$ cat src/rtl/lsu_mem_stage.sv
// Memory-stage load/store unit: drives one request/grant/response data-bus access per
// load or store, stalls the pipeline until it completes and reports access faults.
module lsu_mem_stage #(
    parameter int unsigned TIMEOUT_CYCLES = 255
) (
    input  logic        clk,
    input  logic        reset,
    input  logic        valid_m,
    input  logic        mem_read_m,
    input  logic        mem_write_m,
    input  logic [2:0]  mem_size_m,
    input  logic [31:0] addr_m,
    input  logic [31:0] wdata_m,
    output logic [31:0] read_data_m,
    output logic        stall_m,
    output logic        err_m,
    output logic        dmem_req,
    output logic        dmem_we,
    output logic [31:0] dmem_addr,
    output logic [3:0]  dmem_be,
    output logic [31:0] dmem_wdata,
    input  logic        dmem_gnt,
    input  logic        dmem_rvalid,
    input  logic [31:0] dmem_rdata,
    input  logic        dmem_err
);
    localparam int unsigned CNT_W = 8;
    localparam logic [CNT_W-1:0] CNT_LAST = CNT_W'(TIMEOUT_CYCLES - 1);

    typedef enum logic [1:0] {IDLE, REQ, WAIT, DONE} lsuState;

    lsuState          state, stateNext;
    logic [CNT_W-1:0] cnt, cntNext;
    logic [2:0]       sizeQ, sizeNext;
    logic [1:0]       laneQ, laneNext;
    logic             errQ, errNext;
    logic             reqNext, weNext;
    logic [31:0]      addrNext, wdataNext, dataNext;
    logic [3:0]       beNext;
    logic             stallC, faultC;

    logic             access, misaligned, illegal, isFault;
    logic [3:0]       laneBe;
    logic [31:0]      laneWdata, loadData;
    logic [7:0]       byteSel;
    logic [15:0]      halfSel;

    assign access  = valid_m & (mem_read_m | mem_write_m);
    assign illegal = (mem_size_m == 3'b011) | (mem_size_m[2:1] == 2'b11)
                   | (mem_write_m & mem_size_m[2]);
    assign isFault = misaligned | illegal;

    // Alignment check and store lane placement for the incoming access
    always_comb begin
        misaligned = 1'b0;
        laneBe     = 4'hF;
        laneWdata  = wdata_m;
        case (mem_size_m[1:0])
            2'b00: begin
                laneBe    = 4'b0001 << addr_m[1:0];
                laneWdata = {4{wdata_m[7:0]}};
            end
            2'b01: begin
                misaligned = addr_m[0];
                laneBe     = 4'b0011 << {addr_m[1], 1'b0};
                laneWdata  = {2{wdata_m[15:0]}};
            end
            2'b10: misaligned = |addr_m[1:0];
            default: misaligned = 1'b0;
        endcase
    end

    // Load extraction uses the size/lane latched at request time
    assign byteSel = 8'(dmem_rdata >> {laneQ, 3'b000});
    assign halfSel = laneQ[1] ? dmem_rdata[31:16] : dmem_rdata[15:0];

    always_comb begin
        case (sizeQ)
            3'b000:  loadData = {{24{byteSel[7]}}, byteSel};
            3'b100:  loadData = {24'd0, byteSel};
            3'b001:  loadData = {{16{halfSel[15]}}, halfSel};
            3'b101:  loadData = {16'd0, halfSel};
            default: loadData = dmem_rdata;
        endcase
    end

    // Next-state and registered-output logic
    always_comb begin
        stateNext = state;
        cntNext   = cnt;
        sizeNext  = sizeQ;
        laneNext  = laneQ;
        errNext   = errQ;
        reqNext   = dmem_req;
        weNext    = dmem_we;
        addrNext  = dmem_addr;
        beNext    = dmem_be;
        wdataNext = dmem_wdata;
        dataNext  = read_data_m;
        stallC    = 1'b0;
        faultC    = 1'b0;
        case (state)
            IDLE: begin
                if (access) begin
                    if (isFault) begin
                        faultC = 1'b1;
                    end else begin
                        stallC    = 1'b1;
                        stateNext = REQ;
                        cntNext   = '0;
                        reqNext   = 1'b1;
                        weNext    = mem_write_m;
                        addrNext  = {addr_m[31:2], 2'b00};
                        beNext    = laneBe;
                        wdataNext = laneWdata;
                        sizeNext  = mem_size_m;
                        laneNext  = addr_m[1:0];
                    end
                end
            end
            REQ: begin
                stallC  = 1'b1;
                cntNext = cnt + 1'b1;
                if (cnt == CNT_LAST) begin
                    reqNext   = 1'b0;
                    dataNext  = '0;
                    errNext   = 1'b1;
                    stateNext = DONE;
                end else if (dmem_gnt) begin
                    reqNext   = 1'b0;
                    stateNext = WAIT;
                end
            end
            WAIT: begin
                stallC  = 1'b1;
                cntNext = cnt + 1'b1;
                if (cnt == CNT_LAST) begin
                    dataNext  = '0;
                    errNext   = 1'b1;
                    stateNext = DONE;
                end else if (dmem_rvalid) begin
                    dataNext  = dmem_we ? 32'd0 : loadData;
                    errNext   = dmem_err;
                    stateNext = DONE;
                end
            end
            DONE: begin
                errNext   = 1'b0;
                dataNext  = '0;
                stateNext = IDLE;
            end
            default: stateNext = IDLE;
        endcase
    end

    always_ff @(posedge clk or posedge reset) begin
        if (reset) begin
            state       <= IDLE;
            cnt         <= '0;
            sizeQ       <= '0;
            laneQ       <= '0;
            errQ        <= 1'b0;
            dmem_req    <= 1'b0;
            dmem_we     <= 1'b0;
            dmem_addr   <= '0;
            dmem_be     <= '0;
            dmem_wdata  <= '0;
            read_data_m <= '0;
        end else begin
            state       <= stateNext;
            cnt         <= cntNext;
            sizeQ       <= sizeNext;
            laneQ       <= laneNext;
            errQ        <= errNext;
            dmem_req    <= reqNext;
            dmem_we     <= weNext;
            dmem_addr   <= addrNext;
            dmem_be     <= beNext;
            dmem_wdata  <= wdataNext;
            read_data_m <= dataNext;
        end
    end

    // Immediate fault and stall flags are forced low while reset is held
    assign stall_m = ~reset & stallC;
    assign err_m   = ~reset & (errQ | faultC);

endmodule

$ cat config.mk
export PLATFORM = sky130hd
export DESIGN_NAME = lsu_mem_stage
export DESIGN_NICKNAME = d
export VERILOG_FILES = /design/src/rtl/lsu_mem_stage.sv
export SDC_FILE = /design/constraint.sdc
export NUM_CORES = 1
export LEC_CHECK = 0
export BUFFER_PORTS_ARGS = -buffer_cell sky130_fd_sc_hd__buf_2
export CORE_MARGIN = 5
export CORE_UTILIZATION = 53
export CTS_CLUSTER_SIZE = 16
export DETAILED_ROUTE_END_ITERATION = 8
export PLACE_DENSITY = 0.85
export SYNTH_ARGS = -nofsm -noshare
export SYNTH_HDL_FRONTEND = slang
export SYNTH_SLANG_ARGS = --single-unit
$ cat constraint.sdc
create_clock -name clk -period 6.55 [get_ports clk]
set_input_delay 1.31 -clock clk [delete_from_list [all_inputs] [get_ports clk]]
set_output_delay 1.31 -clock clk [all_outputs]
set_load 0.02 [all_outputs]
-- Word level (Yosys, flattened, before mapping)
Cells that the tools add are included.
- reductions and logical operators: 13
- add/sub/neg operators: 1
- equal/unequal tests: 16
- bitwise gates (word level): 11
- multiplexer cells: 35
- shift operators: 3
- operators with widths (operator ; count):
    2-to-1 mux 32 bit ; 4
    one-hot mux 32 bit (4 select lines) ; 1
    one-hot mux 32 bit (3 select lines) ; 1
    one-hot mux 32 bit (2 select lines) ; 1
    >> shifter 32 x 5 -> 8 bit ; 1
    2-to-1 mux 16 bit ; 1
    2-to-1 mux 8 bit ; 2
    one-hot mux 8 bit (2 select lines) ; 1
    2-to-1 mux 1 bit ; 12
    2-to-1 mux 2 bit ; 6
    AND reduction 3 bit ; 3
    adder 8 x 1 -> 8 bit, second input constant ; 1
    == test 2 bit, second input constant ; 4
    == test 8 bit, second input constant ; 1
    one-hot mux 2 bit (4 select lines) ; 1
    one-hot mux 4 bit (2 select lines) ; 1
    AND reduction 4 bit ; 2
    == test 3 bit, second input constant ; 2
    inequality test 2 bit, second input constant ; 3
    inequality test 3 bit, second input constant ; 2
    one-hot mux 1 bit (2 select lines) ; 3
    bitwise OR 1 bit ; 5
    bitwise AND 1 bit ; 4
    == test 2 x 1 -> 1 bit, second input constant ; 2
    other kinds (11) ; 15
- input bits: 107
- logic and storage cells: 90
- bits in registers: 116
- output and inout port bits: 104

-- Longest topological paths before layout
Gate-level depths: netlist (run 1).
- depth after elaboration: 9
- gate-level depth with buffers: 9
- gate-level depth less buffers: 7

-- Worst setup path after synthesis (run 1)
Ideal clock, no wire load.
- kind: in2out
- start: input mem_size_m[1]
- end: output stall_m
- arrival: 2.784 ns
- cell stages on the path: 8
- path buffers: 1
- setup slack: 2.456 ns
- required time: 5.240 ns
- path through: inv_1 -> ha_1 -> o21ai_0 -> a21boi_1 -> nor2_1 -> buf_2 -> nor2_1 -> nor3_1
- longest elaborated chain between the ends: 8
- elaborated cells between the ends (all ways): 12
- those cells by class: 4 x eq/ne; 4 x mux; 4 x bitwise
- ends and longest elaborated chain (element ; line ; source):
    start: declaration ; 11 ; input logic [2:0] mem_size_m,
    == test 3 x 2 -> 1 bit or == test 2 bit (tied branches) ; 49 ; assign illegal = (mem_size_m == 3'b011) | (mem_size_m[2:1] == 2'b11)
    bitwise OR 1 bit ; 49 ;
    bitwise OR 1 bit ; 50 ; | (mem_write_m & mem_size_m[2]);
    bitwise OR 1 bit (*) ; 51 ; assign isFault = misaligned | illegal;
    2-to-1 mux 1 bit (*) ; 105 ; if (isFault) begin
    2-to-1 mux 1 bit (*) ; 104 ; if (access) begin
    one-hot mux 1 bit (2 select lines) (*) ; 102 ; case (state)
    bitwise AND 1 bit (*) ; 185 ; assign stall_m = ~reset & stallC;
    end: declaration ; 15 ; output logic stall_m,
Mark *: on every way between the ends. The rest lies on a longest branch, timed or not.

-- Worst setup path after layout (run 1)
- start: input mem_size_m[1]
- end: output err_m
- longest elaborated chain between the ends: 9
- elaborated cells between the ends (all ways): 13
- those cells by class: 4 x eq/ne; 4 x mux; 5 x bitwise
- ends and longest elaborated chain (element ; line ; source):
    == test 3 x 2 -> 1 bit or == test 2 bit (tied branches) ; 49 ;
    bitwise OR 1 bit ; 49 ;
    bitwise OR 1 bit ; 50 ;
    bitwise OR 1 bit (*) ; 51 ;
    2-to-1 mux 1 bit (*) ; 105 ;
    2-to-1 mux 1 bit (*) ; 104 ;
    2-to-1 mux 1 bit (*) ; 102 ;
    bitwise OR 1 bit (*) ; 186 ; assign err_m = ~reset & (errQ | faultC);
    bitwise AND 1 bit (*) ; 186 ;
    end: declaration ; 16 ; output logic err_m,
Marked as above.

==> results of run 1 <==
tightest hold or removal path: stages (launching register included):
cell and delay, ns:
sky130_fd_sc_hd__dfrtp_1 0.34, sky130_fd_sc_hd__nand2_1 0.05, sky130_fd_sc_hd__nand2_1 0.05
cell type report:
| cell class | instances | area (um^2) |
|---|---|---|
| inverter | 14 | 55.1 |
| timing repair buffer | 214 | 1090 |
| clock buffer | 22 | 443 |
| multi-input combinational | 456 | 2490 |
| tap | 136 | 170 |
| clock inverter | 10 | 179 |
| sequential | 116 | 2900 |
| fill | 770 | 3000 |
per-stage QoR:
stage / instances / worst slack, ns / util [%]
final: 968 / 2.20 / 71.0
after CTS: 968 / 2.18 / 71.0
after global placement: 936 / 2.32 / 65.0
after global routing: 968 / 2.07 / 71.0
after floorplan: 625 / 2.17 / -
after detailed placement: 936 / 2.25 / 65.0
registers in the layout, summed over array words and instances (netlist names):
name and count:
sizeQ 3, dmem_addr 30, read_data_m 32, laneQ 2, errQ 1, cnt 8
dmem_we 1, dmem_wdata 32, dmem_req 1, state 2, dmem_be 4
report_power, final:
part / switching (mW) / internal (mW) / leakage [nW]
Clock: 0.320 / 0.664 / 0.307
Sequential: 0.207 / 1.02 / 1.47
Combinational: 1.03 / 0.535 / 2.11
Total: 1.56 / 2.22 / 3.88
cells in the mapped netlist, types with 6 or more instances:
master                     instances
sky130_fd_sc_hd__a21oi_1          28
sky130_fd_sc_hd__a221oi_1          9
sky130_fd_sc_hd__a22o_1           11
sky130_fd_sc_hd__a22oi_1           8
sky130_fd_sc_hd__a31oi_1          15
sky130_fd_sc_hd__buf_2            12
sky130_fd_sc_hd__clkbuf_1         22
sky130_fd_sc_hd__dfrtp_1         116
sky130_fd_sc_hd__ha_1             12
sky130_fd_sc_hd__inv_1            13
sky130_fd_sc_hd__mux2i_1          10
sky130_fd_sc_hd__nand2_1         192
sky130_fd_sc_hd__nand2b_1          7
sky130_fd_sc_hd__nand3_1           9
sky130_fd_sc_hd__nor2_1           40
sky130_fd_sc_hd__nor2b_1          13
sky130_fd_sc_hd__nor3_1            6
sky130_fd_sc_hd__o211ai_1          8
sky130_fd_sc_hd__o21ai_0          30
sky130_fd_sc_hd__o21ai_2          10
sky130_fd_sc_hd__o221ai_1          8
cell families after synthesis:
family          synth area share, %
compound gates                 17.6
buf+inv                        4.23
flops                          51.7
mux                            2.78
fa+ha+maj                      2.67
simple gates                   21.0
other cells                  0.0668
metal layers:
layer / vias up / share of wire, % / wire (um)
li1: 2516 / - / -
met1: 2589 / 38 / 6120
met2: 292 / 49 / 8030
met3: 39 / 10 / 1710
met4: 0 / 2.5 / 412
met5: - / 0 / 0
layout by cell type, fill, tap and decap left out, types with 8 or more instances in the layout:
master,count
sky130_fd_sc_hd__nand3_1,9
sky130_fd_sc_hd__o21ai_2,11
sky130_fd_sc_hd__a21oi_1,28
sky130_fd_sc_hd__buf_2,208
sky130_fd_sc_hd__mux2i_1,10
sky130_fd_sc_hd__o21ai_0,30
sky130_fd_sc_hd__a22oi_1,8
sky130_fd_sc_hd__nor2b_1,13
sky130_fd_sc_hd__a31oi_1,15
sky130_fd_sc_hd__inv_1,12
sky130_fd_sc_hd__o221ai_1,8
sky130_fd_sc_hd__nor2_1,39
sky130_fd_sc_hd__a22o_1,11
sky130_fd_sc_hd__clkbuf_16,16
sky130_fd_sc_hd__nand2_1,192
sky130_fd_sc_hd__o211ai_1,8
sky130_fd_sc_hd__dfrtp_1,116
sky130_fd_sc_hd__ha_1,12
sky130_fd_sc_hd__a221oi_1,9
worst max-delay path by stage:
stage,start,end,slack (ns),cells after the start
finish,mem_size_m[1],err_m,2.20,9
global route,mem_size_m[1],err_m,2.07,9
CTS,mem_size_m[1],err_m,2.18,9
detailed placement,mem_size_m[1],err_m,2.25,9
global placement,mem_size_m[1],err_m,2.32,9
floorplan,reset,cnt[0],2.17,1
==> impl_results.html, run 1 <==
<table>
<tr><th>Metric</th><th>Value</th></tr>
<tr><th colspan="2">Global route</th></tr>
<tr><td>Global route total overflow</td><td>0</td></tr>
<tr><td>M1 GR Usage</td><td>31.1%</td></tr>
<tr><td>Largest net degree at the start of global routing</td><td>78</td></tr>
<tr><td>Met3 Usage GRT</td><td>10.3%</td></tr>
<tr><td>Overall routing resource usage</td><td>26.1%</td></tr>
<tr><td>Busiest layer in global routing</td><td>met2</td></tr>
<tr><td>Wire length of the first global-routing pass</td><td>26900 um</td></tr>
<tr><td>Vias in the first global route</td><td>5482</td></tr>
<tr><td>Number of antenna violations at the first check in global routing</td><td>0</td></tr>
<tr><td>Met2 track utilization from global routing</td><td>43.3%</td></tr>
<tr><th colspan="2">Power and ir drop</th></tr>
<tr><td>Total power of the final layout</td><td>3.78 mW</td></tr>
<tr><td>Pleak</td><td>3.88 nW</td></tr>
<tr><td>Maximum vdd ir drop</td><td>0.000283 V</td></tr>
<tr><td>Power density over the cells</td><td>516 nW/um^2</td></tr>
<tr><th colspan="2">Clock tree</th></tr>
<tr><td>Total of hold buffers inserted after clock tree synthesis</td><td>0</td></tr>
<tr><td>Clock-pin slew on the worst setup and hold paths</td><td>0.06 ns</td></tr>
<tr><td>Clock latency on the worst-skew pair</td><td>0.51 ns</td></tr>
<tr><td>CTS Buf Count</td><td>17</td></tr>
<tr><td>Count of H-tree levels built during CTS</td><td>4</td></tr>
<tr><td>Clock root buffer master</td><td>sky130_fd_sc_hd__clkbuf_8</td></tr>
<tr><td>Max Buffers Root-to-Sink</td><td>2</td></tr>
<tr><td>Clock tree from TritonCTS</td><td>yes</td></tr>
<tr><td>Post-CTS setup buffer count</td><td>0</td></tr>
<tr><td>TritonCTS sink count</td><td>116</td></tr>
<tr><td>Gates resized, CTS repair</td><td>0</td></tr>
<tr><th colspan="2">Setup path</th></tr>
<tr><td>Peak fanout along the critical path</td><td>15</td></tr>
<tr><td>Crit-path max cell delay</td><td>0.51 ns</td></tr>
<tr><td>Crit path buffers/inverters</td><td>3</td></tr>
<tr><td>CP dominant cell by count</td><td>sky130_fd_sc_hd__buf_2</td></tr>
<tr><td>Register-to-register setup slack</td><td>3.90 ns</td></tr>
<tr><td>Category of the worst setup path capture point</td><td>output port</td></tr>
<tr><td>Cell breakdown of the critical path</td><td>buf_2 &gt; inv_1 &gt; ha_1 &gt; o21ai_0 &gt; a21boi_1 &gt; o21bai_1 &gt; a21oi_1 &gt; nor2_1 &gt; buf_2</td></tr>
<tr><td>Cell type group with the largest total delay on the critical path</td><td>compound AO/OA/AOI/OAI gates</td></tr>
<tr><td>Data arrival time of the critical path</td><td>3.04 ns</td></tr>
<tr><td>Required time reported for the critical path endpoint</td><td>5.24 ns</td></tr>
<tr><td>Kind of start point of the critical path</td><td>primary input</td></tr>
<tr><td>Start-to-end type of the worst setup path</td><td>in -&gt; out</td></tr>
<tr><td>Worst r2r path cells</td><td>8</td></tr>
<tr><td>Launch point of the worst reg-to-reg path</td><td>state[0]</td></tr>
<tr><td>Terminus of the critical flop-to-flop path</td><td>cnt[3]</td></tr>
<tr><td>Critical-path cell with the highest stage delay</td><td>sky130_fd_sc_hd__ha_1</td></tr>
<tr><th colspan="2">Placement</th></tr>
<tr><td>Area after DPL</td><td>6710 um^2</td></tr>
<tr><td>Routability congestion estimate from global placement</td><td>0.858</td></tr>
<tr><td>Detailed-placement wirelength estimate</td><td>11500 um</td></tr>
<tr><td>Port bufs</td><td>208</td></tr>
<tr><th colspan="2">Min path</th></tr>
<tr><td>Terminating pin of the worst hold path</td><td>dmem_addr[26]</td></tr>
<tr><td>Launch instance of the worst min-delay path</td><td>dmem_addr[26]</td></tr>
<tr><td>Worst Hold Path Cells</td><td>2</td></tr>
<tr><td>Type of the most critical hold path</td><td>reg -&gt; reg</td></tr>
<tr><th colspan="2">STA</th></tr>
<tr><td>Max Clock Skew</td><td>0.0126 ns</td></tr>
<tr><td>Share of the clock period used by the worst path after layout</td><td>66.4%</td></tr>
<tr><td>Maximum operating frequency</td><td>230 MHz</td></tr>
<tr><td>Final critical delay including setup and external delays</td><td>4.35 ns</td></tr>
<tr><td>Worst-case headroom to the max-slew limit</td><td>26.4%</td></tr>
<tr><td>Worst Hold Slack</td><td>0.468 ns</td></tr>
<tr><td>Final number of setup-violating endpoints</td><td>0</td></tr>
<tr><td>Max-slew violations</td><td>0</td></tr>
<tr><td>Least-Margin Pin Slew</td><td>1.10 ns</td></tr>
<tr><td>RSZ-0062 raised after global routing</td><td>no</td></tr>
<tr><td>Total count of hold-check failures in the final report</td><td>0</td></tr>
<tr><td>Sum of negative setup slack</td><td>0 ns</td></tr>
<tr><th colspan="2">Run status</th></tr>
<tr><td>Run status</td><td>completed</td></tr>
<tr><th colspan="2">Yosys</th></tr>
<tr><td>Sequential fraction of the synthesis area</td><td>51.7%</td></tr>
<tr><td>Cell count after synthesis</td><td>624</td></tr>
<tr><td>Top-area cell type share of the netlist area</td><td>51.7%</td></tr>
<tr><td>Summed instance area of the synthesized netlist</td><td>5620 um^2</td></tr>
<tr><td>Share of synthesized registers carrying an async set or reset</td><td>100%</td></tr>
<tr><td>Dominant cells by area after synthesis</td><td>sky130_fd_sc_hd__dfrtp_1 (52%), sky130_fd_sc_hd__nand2_1 (13%), sky130_fd_sc_hd__ha_1 (2.7%), sky130_fd_sc_hd__nor2_1 (2.7%), sky130_fd_sc_hd__o21ai_0 (2.7%)</td></tr>
<tr><td>Unique masters post-synth</td><td>51</td></tr>
<tr><td>Biggest area consumer among synthesized cells</td><td>sky130_fd_sc_hd__dfrtp_1</td></tr>
<tr><td>Synth Flop Type</td><td>sky130_fd_sc_hd__dfrtp_1</td></tr>
<tr><td>Ys Warns</td><td>0</td></tr>
<tr><td>Avg Inst Size Synth</td><td>9.00 um^2</td></tr>
<tr><td>#FFs+latches synth</td><td>116</td></tr>
<tr><td>Post-synth EDFFs</td><td>0</td></tr>
<tr><th colspan="2">Final layout</th></tr>
<tr><td>Share of final-layout standard cells stronger than drive strength 1</td><td>32.0%</td></tr>
<tr><td>Net count of the finished layout</td><td>938</td></tr>
<tr><td>Post-route design area</td><td>7330 um^2</td></tr>
<tr><td>Number of diodes</td><td>0</td></tr>
<tr><td>Layout area overhead</td><td>30.4%</td></tr>
<tr><th colspan="2">Detailed routing</th></tr>
<tr><td>Vias per cell</td><td>5.62</td></tr>
<tr><td>Average wire length per cell after detail routing</td><td>16.8 um</td></tr>
<tr><td>Post-route antenna net violation count</td><td>0</td></tr>
<tr><td>Routed wire length</td><td>16300 um</td></tr>
<tr><td>DRC marker count from the first detailed-route iteration</td><td>331</td></tr>
<tr><td>Number of optimization iterations in the first detailed-route pass</td><td>5</td></tr>
<tr><td>DRC</td><td>0</td></tr>
<tr><td>Count of vias placed by the detailed router</td><td>5436</td></tr>
<tr><th colspan="2">Floorplan</th></tr>
<tr><td>Core Rows</td><td>37</td></tr>
<tr><td>Horizontal die dimension</td><td>113 um</td></tr>
<tr><td>Full die area</td><td>12800 um^2</td></tr>
<tr><td>I/O pin count</td><td>211</td></tr>
<tr><td>Total core area</td><td>10300 um^2</td></tr>
<tr><td>Die height</td><td>113 um</td></tr>
<tr><td>Initial core utilization</td><td>54.4%</td></tr>
<tr><th colspan="2">Run</th></tr>
<tr><td>Max-cap check violation count</td><td>0</td></tr>
</table>
Note: power is estimated with default switching activity, not from simulation.
==> inputs of run 2 (changes only) <==
- ABC_AREA: not set -> 1
- CORE_UTILIZATION: 53 -> 50
- PLACE_DENSITY: 0.85 -> 0.8
- clock period: 6.55 -> 4.35 ns (I/O delays scaled with it)
==> impl_results.html, run 2 <==
<table>
<tr><th>Metric</th><th>Value</th></tr>
<tr><th colspan="2">Run status</th></tr>
<tr><td>Run status</td><td>completed</td></tr>
<tr><th colspan="2">Power and ir drop</th></tr>
<tr><td>Clock network power share</td><td>25.4%</td></tr>
<tr><td>Switching part of the total</td><td>43.4%</td></tr>
<tr><td>P_int</td><td>3.34 mW</td></tr>
<tr><td>Power density over the cells</td><td>772 nW/um^2</td></tr>
<tr><td>Pleak</td><td>4.30 nW</td></tr>
<tr><td>Combinational power share</td><td>42.1%</td></tr>
<tr><td>Maximum vdd ir drop</td><td>0.000412 V</td></tr>
<tr><td>Total power of the final layout</td><td>5.90 mW</td></tr>
<tr><td>Sequential cell fraction of total power</td><td>32.5%</td></tr>
<tr><td>Sw power</td><td>2.56 mW</td></tr>
<tr><th colspan="2">Detailed routing</th></tr>
<tr><td>Average wire length per cell after detail routing</td><td>14.9 um</td></tr>
<tr><td>Vias per cell</td><td>5.12</td></tr>
<tr><td>Number of optimization iterations in the first detailed-route pass</td><td>5</td></tr>
<tr><td>Count of vias placed by the detailed router</td><td>5650</td></tr>
<tr><td>Routed wire length</td><td>16400 um</td></tr>
<tr><td>Post-route antenna net violation count</td><td>0</td></tr>
<tr><td>DRC marker count from the first detailed-route iteration</td><td>400</td></tr>
<tr><td>DRC</td><td>0</td></tr>
<tr><th colspan="2">Placement</th></tr>
<tr><td>Routability congestion estimate from global placement</td><td>0.854</td></tr>
<tr><td>Area after DPL</td><td>7000 um^2</td></tr>
<tr><td>Placed cells</td><td>1071</td></tr>
<tr><td>Port bufs</td><td>208</td></tr>
<tr><td>Placement-stage worst setup slack</td><td>1.07 ns</td></tr>
<tr><td>Detailed-placement wirelength estimate</td><td>11800 um</td></tr>
<tr><th colspan="2">Final layout</th></tr>
<tr><td>Core Util, Final</td><td>66.6%</td></tr>
<tr><td>Most frequent cells in the layout</td><td>sky130_fd_sc_hd__nand2_1 (305), sky130_fd_sc_hd__buf_2 (208), sky130_fd_sc_hd__dfrtp_1 (116), sky130_fd_sc_hd__inv_1 (54), sky130_fd_sc_hd__o21ai_0 (54)</td></tr>
<tr><td>Most common cell after layout, fill and taps aside</td><td>sky130_fd_sc_hd__nand2_1</td></tr>
<tr><td>Post-route design area</td><td>7640 um^2</td></tr>
<tr><td>Net count of the finished layout</td><td>1066</td></tr>
<tr><td>Layout area overhead</td><td>29.5%</td></tr>
<tr><td>Share of final-layout standard cells stronger than drive strength 1</td><td>29.0%</td></tr>
<tr><td>Filler cell count</td><td>984</td></tr>
<tr><td>Largest registers</td><td>dmem_wdata x32, read_data_m x32, dmem_addr x30</td></tr>
<tr><td>Number of diodes</td><td>0</td></tr>
<tr><td>Count of placed standard cells in the final layout, fillers left out</td><td>1103</td></tr>
<tr><th colspan="2">Clock tree</th></tr>
<tr><td>TritonCTS sink count</td><td>116</td></tr>
<tr><td>Gates resized, CTS repair</td><td>0</td></tr>
<tr><td>Max Buffers Root-to-Sink</td><td>2</td></tr>
<tr><td>Clock latency on the worst-skew pair</td><td>0.41 ns</td></tr>
<tr><td>Clock-pin slew on the worst setup and hold paths</td><td>0.06 ns</td></tr>
<tr><td>Clock root buffer master</td><td>sky130_fd_sc_hd__clkbuf_16</td></tr>
<tr><td>CTS Buf Count</td><td>17</td></tr>
<tr><td>Count of H-tree levels built during CTS</td><td>4</td></tr>
<tr><td>Clock tree from TritonCTS</td><td>yes</td></tr>
<tr><td>Post-CTS setup buffer count</td><td>0</td></tr>
<tr><td>Total of hold buffers inserted after clock tree synthesis</td><td>0</td></tr>
<tr><th colspan="2">Floorplan</th></tr>
<tr><td>Core Rows</td><td>39</td></tr>
<tr><td>I/O pin count</td><td>211</td></tr>
<tr><td>Die height</td><td>119 um</td></tr>
<tr><td>Full die area</td><td>14100 um^2</td></tr>
<tr><td>Initial core utilization</td><td>51.4%</td></tr>
<tr><td>Total core area</td><td>11500 um^2</td></tr>
<tr><td>Horizontal die dimension</td><td>119 um</td></tr>
<tr><th colspan="2">Run</th></tr>
<tr><td>Max-cap check violation count</td><td>0</td></tr>
<tr><th colspan="2">STA</th></tr>
<tr><td>Setup ws final</td><td>1.11 ns</td></tr>
<tr><td>Max-slew violations</td><td>0</td></tr>
<tr><td>Max Clock Skew</td><td>0.00997 ns</td></tr>
<tr><td>RSZ-0062 raised after global routing</td><td>no</td></tr>
<tr><td>Final critical delay including setup and external delays</td><td>3.24 ns</td></tr>
<tr><td>Share of the clock period used by the worst path after layout</td><td>74.5%</td></tr>
<tr><td>Sum of negative setup slack</td><td>0 ns</td></tr>
<tr><td>Total count of hold-check failures in the final report</td><td>0</td></tr>
<tr><td>Worst Hold Slack</td><td>0.467 ns</td></tr>
<tr><td>Least-Margin Pin Slew</td><td>0.766 ns</td></tr>
<tr><td>Final number of setup-violating endpoints</td><td>0</td></tr>
<tr><td>Worst-case headroom to the max-slew limit</td><td>48.9%</td></tr>
<tr><td>Maximum operating frequency</td><td>309 MHz</td></tr>
<tr><th colspan="2">Yosys</th></tr>
<tr><td>Simple-Gate Fraction of Synth Area</td><td>30.1%</td></tr>
<tr><td>Post-synthesis share of cell area spent on xor and xnor gates</td><td>0.594%</td></tr>
<tr><td>Top-area cell type share of the netlist area</td><td>49.2%</td></tr>
<tr><td>Biggest area consumer among synthesized cells</td><td>sky130_fd_sc_hd__dfrtp_1</td></tr>
<tr><td>Unique masters post-synth</td><td>33</td></tr>
<tr><td>Synth Area in Compound Gates</td><td>10.6%</td></tr>
<tr><td>Most used standard cell by instance count after synthesis</td><td>sky130_fd_sc_hd__nand2_1</td></tr>
<tr><td>#FFs+latches synth</td><td>116</td></tr>
<tr><td>Top post-synthesis cells by count</td><td>sky130_fd_sc_hd__nand2_1 (305), sky130_fd_sc_hd__dfrtp_1 (116), sky130_fd_sc_hd__inv_1 (55)</td></tr>
<tr><td>Avg Inst Size Synth</td><td>7.85 um^2</td></tr>
<tr><td>Share of synthesized registers carrying an async set or reset</td><td>100%</td></tr>
<tr><td>Summed instance area of the synthesized netlist</td><td>5900 um^2</td></tr>
<tr><td>Ys Warns</td><td>0</td></tr>
<tr><td>Fraction of the mapped netlist area in adder cells</td><td>2.55%</td></tr>
<tr><td>Post-synth EDFFs</td><td>0</td></tr>
<tr><td>Sequential fraction of the synthesis area</td><td>49.2%</td></tr>
<tr><td>Synth Flop Type</td><td>sky130_fd_sc_hd__dfrtp_1</td></tr>
<tr><td>Dominant cells by area after synthesis</td><td>sky130_fd_sc_hd__dfrtp_1 (49%), sky130_fd_sc_hd__nand2_1 (19%), sky130_fd_sc_hd__o21ai_0 (4.6%), sky130_fd_sc_hd__nand3_1 (3.6%), sky130_fd_sc_hd__inv_1 (3.5%)</td></tr>
<tr><td>Cell count after synthesis</td><td>751</td></tr>
<tr><td>Share of synthesized area spent on multiplexers</td><td>0%</td></tr>
<tr><td>Main combinational cell family by area after synthesis</td><td>simple AND/OR/NAND/NOR gates</td></tr>
<tr><th colspan="2">Setup path</th></tr>
<tr><td>Start-to-end type of the worst setup path</td><td>in -&gt; out</td></tr>
<tr><td>Category of the worst setup path capture point</td><td>output port</td></tr>
<tr><td>Cell breakdown of the critical path</td><td>buf_2 &gt; inv_2 &gt; ha_1 &gt; nand2_1 &gt; nand2_1 &gt; nand3_1 &gt; nand2_1 &gt; nor2_4 &gt; o21ai_0 &gt; nor2_1 &gt; buf_2</td></tr>
<tr><td>Critical-path cell with the highest stage delay</td><td>sky130_fd_sc_hd__ha_1</td></tr>
<tr><td>Worst r2r path cells</td><td>6</td></tr>
<tr><td>CP dominant cell by count</td><td>sky130_fd_sc_hd__nand2_1</td></tr>
<tr><td>Required time reported for the critical path endpoint</td><td>3.48 ns</td></tr>
<tr><td>Peak fanout along the critical path</td><td>14</td></tr>
<tr><td>Data arrival time of the critical path</td><td>2.37 ns</td></tr>
<tr><td>Crit-path max cell delay</td><td>0.51 ns</td></tr>
<tr><td>Kind of start point of the critical path</td><td>primary input</td></tr>
<tr><th colspan="2">Global route</th></tr>
<tr><td>Wire length of the first global-routing pass</td><td>26700 um</td></tr>
<tr><td>Vias in the first global route</td><td>5477</td></tr>
<tr><td>Number of antenna violations at the first check in global routing</td><td>1</td></tr>
<tr><td>Global route total overflow</td><td>0</td></tr>
<tr><td>Largest net degree at the start of global routing</td><td>61</td></tr>
<tr><td>Overall routing resource usage</td><td>23.3%</td></tr>
<tr><th colspan="2">Min path</th></tr>
<tr><td>Type of the most critical hold path</td><td>reg -&gt; reg</td></tr>
<tr><td>Worst Hold Path Cells</td><td>2</td></tr>
</table>
==> run 2: area by class of cell <==
cell class                      instances  area [um^2]  area share, %
Clock inverter                         14          201           2.64
Inverter                               58          221           2.90
Clock buffer                           18          439           5.75
Multi-Input combinational cell        541         2600           34.1
Sequential cell                       116         2900           38.0
Tap cell                              143          179           2.34
Timing Repair Buffer                  213         1090           14.3
==> run 2: layer usage <==
metal	global-route usage, %	wire length, um	vias to the layer above
met5	0	20	-
met4	8.36	303	2
met3	7.12	1430	27
met2	38.0	7840	253
met1	29.4	6820	2587
li1	-	-	2781
==> run 2: cells by family after synthesis <==
logic type               after synthesis
buffers and inverters                 95
AND/OR/NAND/NOR                      408
XOR/XNOR                               4
AO/OA/AOI/OAI                        115
adder cells (fa/ha/maj)               12
flip-flops                           116
other                                  1
==> run 2: critical path: cells and delay by family <==
family                     cells  cell delay (ns)
buffers and inverters          3             0.35
adders and majority gates      1             0.51
and+or+nand+nor                6             0.49
AOI/OAI and AO/OA              1             0.14
==> run 2: power groups by stage <==
stage,Sequential [mW],Combinational [mW],Clock (mW)
floorplan,2.36,1.24,0
CTS,1.91,2.52,1.52
finish,1.91,2.48,1.50
global placement,1.91,2.46,0
detailed placement,1.91,2.51,0
global route,1.98,2.75,1.57
==> run 2: path summary, 6_finish.rpt <==
path | from | to | slack [ns]
max | mem_size_m[1] | stall_m | 1.11
min | dmem_addr[11] | dmem_addr[11] | 0.47
max reg2reg | sizeQ[1] | read_data_m[30] | 1.88
min reg2reg | dmem_addr[11] | dmem_addr[11] | 0.47
max in group asynchronous | reset | sizeQ[1] | 2.40
min in group asynchronous | reset | dmem_req | 0.72
